[src/rtl/buzzer_pkg.sv]
`default_nettype none
// ============================================================================
// Module   : buzzer_pkg
// Brief    : Shared FSM state encoding and default 100 MHz beep tick constants
//            for the buzzer scheduler.
// Revision : 1.0 - initial release
// ============================================================================
package buzzer_pkg;

    typedef logic [1:0] state_t;

    localparam state_t c_ST_IDLE = 2'd0;
    localparam state_t c_ST_ON   = 2'd1;
    localparam state_t c_ST_OFF  = 2'd2;

    // 50 ms alert beeps and a 1 ms key click at 100 MHz
    localparam int unsigned c_ALERT_ON  = 5_000_000;
    localparam int unsigned c_ALERT_OFF = 5_000_000;
    localparam int unsigned c_CLICK_ON  = 100_000;

endpackage
`default_nettype wire

[src/rtl/buz_pattern_timer.sv]
`default_nettype none
// ============================================================================
// Module   : buz_pattern_timer
// Brief    : Shadow ON/OFF/REPEAT registers plus tick and period counters for
//            the pattern currently owning the buzzer.
// Revision : 1.0 - initial release
// ============================================================================
module buz_pattern_timer #(
    parameter int CNT_W = 24,
    parameter int REP_W = 4
) (
    input  logic             i_clk,
    input  logic             i_rstn,
    input  logic             i_load,
    input  logic             i_start,
    input  logic             i_abort,
    input  logic             i_phase_on,
    input  logic [CNT_W-1:0] i_on_ticks,
    input  logic [CNT_W-1:0] i_off_ticks,
    input  logic [REP_W-1:0] i_repeat,
    output logic             o_phase_end,
    output logic             o_last_period
);

    logic [CNT_W-1:0] r_on;
    logic [CNT_W-1:0] r_off;
    logic [REP_W-1:0] r_rep;
    logic [CNT_W-1:0] r_tick;
    logic [REP_W-1:0] r_period;
    logic [CNT_W-1:0] w_len;
    logic [CNT_W-1:0] w_eff;

    // A zero-length phase still lasts one cycle
    always_comb begin
        w_len = i_phase_on ? r_on : r_off;
        w_eff = (w_len == '0) ? CNT_W'(1) : w_len;
    end

    assign o_phase_end   = (r_tick >= w_eff);
    assign o_last_period = (r_rep != '0) && (r_period == r_rep);

    always_ff @(posedge i_clk) begin
        if (!i_rstn) begin
            r_on     <= '0;
            r_off    <= '0;
            r_rep    <= '0;
            r_tick   <= '0;
            r_period <= '0;
        end else if (i_load) begin
            r_on     <= i_on_ticks;
            r_off    <= i_off_ticks;
            r_rep    <= i_repeat;
            r_tick   <= CNT_W'(1);
            r_period <= REP_W'(1);
        end else if (i_abort) begin
            r_tick   <= '0;
            r_period <= '0;
        end else if (i_start) begin
            r_tick <= CNT_W'(1);
            if (!i_phase_on && (r_period != '1)) begin
                r_period <= r_period + REP_W'(1);
            end
        end else if (r_tick != '0) begin
            r_tick <= r_tick + CNT_W'(1);
        end
    end

endmodule
`default_nettype wire

[src/rtl/buzzer_sched.sv]
`default_nettype none
// ============================================================================
// Module   : buzzer_sched
// Brief    : Fixed-priority buzzer scheduler playing one beep pattern at a time.
//            Define BUZZER_SCHED_PREEMPT_EN to let higher priority requests
//            preempt a pattern in progress.
// Revision : 1.0 - initial release
// ============================================================================
module buzzer_sched
    import buzzer_pkg::*;
#(
    parameter int NREQ  = 3,
    parameter int CNT_W = 24,
    parameter int REP_W = 4
) (
    input  logic                    iCLK,
    input  logic                    iRSTN,
    input  logic [NREQ-1:0]         iREQ,
    input  logic [NREQ*CNT_W-1:0]   iON_TICKS,
    input  logic [NREQ*CNT_W-1:0]   iOFF_TICKS,
    input  logic [NREQ*REP_W-1:0]   iREPEAT,
    output logic                    oBUZ,
    output logic                    oBUSY,
    output logic [$clog2(NREQ)-1:0] oOWNER,
    output logic [NREQ-1:0]         oDONE
);

    localparam int c_OW = $clog2(NREQ);

    state_t            r_state;
    logic              r_buz;
    logic              r_busy;
    logic [c_OW-1:0]   r_owner;
    logic [NREQ-1:0]   r_done;
    logic [NREQ-1:0]   r_armed;

    logic [NREQ-1:0]   w_elig;
    logic              w_any;
    logic [c_OW-1:0]   w_win;
    logic              w_own_req;
    logic              w_active;
    logic              w_abort;
    logic              w_preempt;
    logic              w_complete;
    logic              w_load;
    logic              w_start;
    logic              w_phase_end;
    logic              w_last;

    assign w_elig = iREQ & r_armed;

    always_comb begin
        w_any     = 1'b0;
        w_win     = '0;
        w_own_req = 1'b0;
        for (int i = NREQ - 1; i >= 0; i--) begin
            if (w_elig[i]) begin
                w_any = 1'b1;
                w_win = c_OW'(i);
            end
        end
        for (int i = 0; i < NREQ; i++) begin
            if (r_owner == c_OW'(i)) begin
                w_own_req = iREQ[i];
            end
        end
    end

    assign w_active = (r_state == c_ST_ON) || (r_state == c_ST_OFF);
    assign w_abort  = w_active && !w_own_req;

`ifdef BUZZER_SCHED_PREEMPT_EN
    assign w_preempt = w_active && !w_abort && w_any && (w_win < r_owner);
`else
    assign w_preempt = 1'b0;
`endif

    // Abort and preemption both take precedence over a normal completion
    assign w_complete = (r_state == c_ST_OFF) && !w_abort && !w_preempt && w_phase_end && w_last;
    assign w_load     = ((r_state == c_ST_IDLE) && w_any) || w_preempt;
    assign w_start    = w_active && !w_abort && !w_preempt && w_phase_end && !w_complete;

    buz_pattern_timer #(
        .CNT_W (CNT_W),
        .REP_W (REP_W)
    ) u_timer (
        .i_clk         (iCLK),
        .i_rstn        (iRSTN),
        .i_load        (w_load),
        .i_start       (w_start),
        .i_abort       (w_abort || w_complete),
        .i_phase_on    (r_state == c_ST_ON),
        .i_on_ticks    (iON_TICKS[int'(w_win)*CNT_W +: CNT_W]),
        .i_off_ticks   (iOFF_TICKS[int'(w_win)*CNT_W +: CNT_W]),
        .i_repeat      (iREPEAT[int'(w_win)*REP_W +: REP_W]),
        .o_phase_end   (w_phase_end),
        .o_last_period (w_last)
    );

    always_ff @(posedge iCLK) begin
        if (!iRSTN) begin
            r_state <= c_ST_IDLE;
            r_buz   <= 1'b0;
            r_busy  <= 1'b0;
            r_owner <= '0;
            r_done  <= '0;
            r_armed <= '1;
        end else begin
            // A request must be seen low once before its pattern can replay
            for (int i = 0; i < NREQ; i++) begin
                r_done[i] <= w_complete && (r_owner == c_OW'(i));
                if (!iREQ[i]) begin
                    r_armed[i] <= 1'b1;
                end else if (w_complete && (r_owner == c_OW'(i))) begin
                    r_armed[i] <= 1'b0;
                end
            end

            case (r_state)
                c_ST_IDLE: begin
                    if (w_any) begin
                        r_state <= c_ST_ON;
                        r_buz   <= 1'b1;
                        r_busy  <= 1'b1;
                        r_owner <= w_win;
                    end
                end
                c_ST_ON, c_ST_OFF: begin
                    if (w_abort) begin
                        r_state <= c_ST_IDLE;
                        r_buz   <= 1'b0;
                        r_busy  <= 1'b0;
                    end else if (w_preempt) begin
                        r_state <= c_ST_ON;
                        r_buz   <= 1'b1;
                        r_owner <= w_win;
                    end else if (w_phase_end) begin
                        if (r_state == c_ST_ON) begin
                            r_state <= c_ST_OFF;
                            r_buz   <= 1'b0;
                        end else if (w_last) begin
                            r_state <= c_ST_IDLE;
                            r_busy  <= 1'b0;
                        end else begin
                            r_state <= c_ST_ON;
                            r_buz   <= 1'b1;
                        end
                    end
                end
                default: begin
                    r_state <= c_ST_IDLE;
                    r_buz   <= 1'b0;
                    r_busy  <= 1'b0;
                end
            endcase
        end
    end

    assign oBUZ   = r_buz;
    assign oBUSY  = r_busy;
    assign oOWNER = r_owner;
    assign oDONE  = r_done;

endmodule
`default_nettype wire

[config.mk]
export PLATFORM = sky130hd
export DESIGN_NAME = buzzer_sched
export DESIGN_NICKNAME = d
export VERILOG_FILES = /design/src/rtl/buzzer_pkg.sv /design/src/rtl/buz_pattern_timer.sv /design/src/rtl/buzzer_sched.sv
export SDC_FILE = /design/constraint.sdc
export NUM_CORES = 1
export LEC_CHECK = 0
export BUFFER_PORTS_ARGS = -buffer_cell sky130_fd_sc_hd__buf_2
export CAP_MARGIN = 20
export CORE_MARGIN = 3
export CORE_UTILIZATION = 30
export DETAILED_ROUTE_END_ITERATION = 6
export SYNTH_ARGS = -nofsm -noshare
export SYNTH_HDL_FRONTEND = slang
export SYNTH_SLANG_ARGS = --single-unit
[constraint.sdc]
create_clock -name iCLK -period 11.6 [get_ports iCLK]
set_input_delay 2.32 -clock iCLK [delete_from_list [all_inputs] [get_ports iCLK]]
set_output_delay 2.32 -clock iCLK [all_outputs]
set_load 0.02 [all_outputs]
==> impl_results.md <==
- First-pass GRT wire length: 24.6 mm
- Final core utilization: 38.7%
- Crit-path slowest cell: or4_1
- Top cells by area, synth: dfxtp_1 (34%), mux2i_1 (15%), ha_1 (7.1%)
- Final Hold Fails: 0
- Initial DRC Count: 279
- Clock Tree Buf Depth: 2
- Critical path peak fanout: 27
- Top-area cell type share of the netlist area: 33.6%
- Setup violations, final: 0
- Peak VDD IR: 75.6 uV
- PwrDens: 137 nW/um2
- Final GP Congestion: 0.864
- Worst setup SP type: flop
- Final setup skew: 0.00965 ns
- Number of flops mapped to enable cells by yosys: 0
- Fin nets: 1013
- Die H: 141 um
- Fmax: 0.236 GHz
- CTS resizes: 0
- RSZ-0062 raised after global routing: no
- Worst-skew pair later-pin latency: 0.35 ns
- Chip Width: 141 um
- Seq/Total Area, Yosys: 33.6%
- CTS Hold Bufs: 0
- Syn_nets: 867
- Crit-path max cell delay: 0.48 ns
- Vias in the first global route: 4810
- Synth async-reset ratio: 0%
- Status: complete, no violations
- Clk sinks: 92
- Slew HR: 36.4%
- I/O Buffers: 167
- Final Critical Period: 4.23 ns
- Final WS setup: 7.37 ns
- Worst slew pin tran: 0.954 ns
- Die Footprint: 19900 um2
- Number of buffers added for setup after CTS: 0
- Most frequent cell after synthesis: nor2_1
- CTS Buf Count: 9
- Critical path class: reg -> reg
- Leakage: 2.88 nW
- Synthesized instance count: 675
- Worst slack at placement: 7.06 ns
- Top cell type by total area after synthesis: dfxtp_1
- WL per Instance: 14.8 um
- Antenna violations before repair: 1
- Number of I/O pins: 168
- CTS tree: done
- Setup_tns: 0 ns
- WHS: 0.448 ns
- Post-synth top cells: nor2_1 (93), dfxtp_1 (92), mux2i_1 (81), nand2_1 (74), a21oi_1 (65)
- Placeable Area: 17600 um2
- Clock-pin slew on the worst setup and hold paths: 0.07 ns
- Crit path required time: 11.88 ns
- Diodes inserted: 0
- Drc violations: 0
- H-tree lvl count: 3
- Clk Tree Root Cell: clkbuf_16
- Max Slew Vio Count: 0
- Largest net degree at the start of global routing: 92
- All-Layer GR Usage: 15.3%
- Worst Path Arrival: 4.51 ns
- Dpl hpwl: 12.1 mm
- Max_cap viols: 0
- Top_reg_cell synth: dfxtp_1
- Final antenna-violating net count: 0
- Cell mode on critical path: ha_1
- Library cells used by synthesis: 53
- CP Capture Type: flop
- FP Rows: 48
- Crit-path cells: inv_1, ha_1, buf_4, mux2i_1, nand4_1, or4_1, o31ai_1, ha_1, nand2b_1, a211oi_1, nor3_1, o41ai_2, o211a_4, o21ai_2, nor2_1
- 1st-pass router iterations: 4
- Hold/Removal Path Class: reg -> reg
- Initial core utilization: 31.1%
- Final WL: 15.5 mm
- Share of cells above drive strength 1: 24.7%
- Yosys synthesis warning count: 0
- Total chip power: 0.000934 W
- Syn Area/Cell: 8.12 um2
- Fin crit share: 36.5%
- Via count: 5148
- FF/Latch Area: 1840 um2
- GRT overflow: 0
- Cell Area, Synth: 5480 um2
- Area of the multi-input gates: 3470 um2
- DR vias/cell: 4.90
- Area grow syn2layout: 24.2%
- Number of synthesized register bits: 92
- Layout fillers: 1782
state kept, by name, indices dropped and copies added, names as in the netlist:
name and flops:
u_timer.r_rep 4, r_state 2, r_armed 3, u_timer.r_tick 24, oBUZ 1, u_timer.r_off 24, oDONE 3, oBUSY 1
u_timer.r_on 24, oOWNER 2, u_timer.r_period 4
placed cells by master (no fill, tap or decap), types with 6 or more instances in the layout:
master     count
o21ai_0       47
nand2_1       74
nor4_1         7
mux2i_1       81
clkbuf_16      9
nand4_1       16
buf_2        167
o21ai_1       17
inv_1         10
xnor2_1       10
ha_1          31
xor2_1        17
dfxtp_1       92
nor2_1        92
nor2b_1        6
nand3_1       16
a21oi_1       64
critical path, delay by kind of cell, from the launching register on:
kind / cells / cell delay, ns
compound gates: 5 / 1.48
flops: 1 / 0.33
buf+inv: 2 / 0.48
fa+ha+maj: 2 / 0.40
mux: 1 / 0.39
simple gates: 5 / 1.08
kinds of logic (layout without fill, tap and decap cells):
group           after synthesis  in the layout  share of synthesized area (%)
flops                        92             92                           33.6
compound gates              156            156                           16.3
xor+xnor                     27             27                           4.32
buf+inv                      46            197                           3.54
fa+ha+maj                    31             31                           7.08
simple gates                242            242                           20.3
mux                          81             81                           14.8
cell type report:
type	instances	area share, %
repair buffers	171	12.7
well taps	225	4.14
flip-flops and latches	92	27.1
clock buffers	9	3.31
clock inverters	7	1.21
inverters	10	0.552
multi-input cells	537	51.0
metal layers:
metal | up-vias | global-route usage, % | wire, um
li1 | 2672 | - | -
met1 | 2298 | 21.4 | 7180
met2 | 158 | 23.7 | 7000
met3 | 18 | 3.09 | 1050
met4 | 2 | 4.64 | 264
met5 | - | 0 | 13
stage by stage:
step	area (um2)	std cells
final	6800	1051
after global routing	6800	1051
after CTS	6800	1051
after detailed placement	6490	1035
after global placement	6490	1035
after floorplan	5480	675
path summary, 6_finish.rpt:
check	cells after the start	slack, ns	from	end
setup reg to reg	15	7.37	r_state[1]$_SDFFE_PN0P_	u_timer.r_tick[19]$_SDFFE_PP0P_
hold reg to reg	2	0.45	u_timer.r_on[20]$_SDFFE_PN0P_	u_timer.r_on[20]$_SDFFE_PN0P_
setup / recovery	15	7.37	r_state[1]$_SDFFE_PN0P_	u_timer.r_tick[19]$_SDFFE_PP0P_
hold / removal	2	0.45	u_timer.r_on[20]$_SDFFE_PN0P_	u_timer.r_on[20]$_SDFFE_PN0P_
report_power, final:
part           internal [W]  switching [W]
Clock              0.000170       0.000131
Combinational      0.000109       0.000145
Sequential         0.000352      0.0000274
Note: power is estimated with default switching activity, not from simulation.
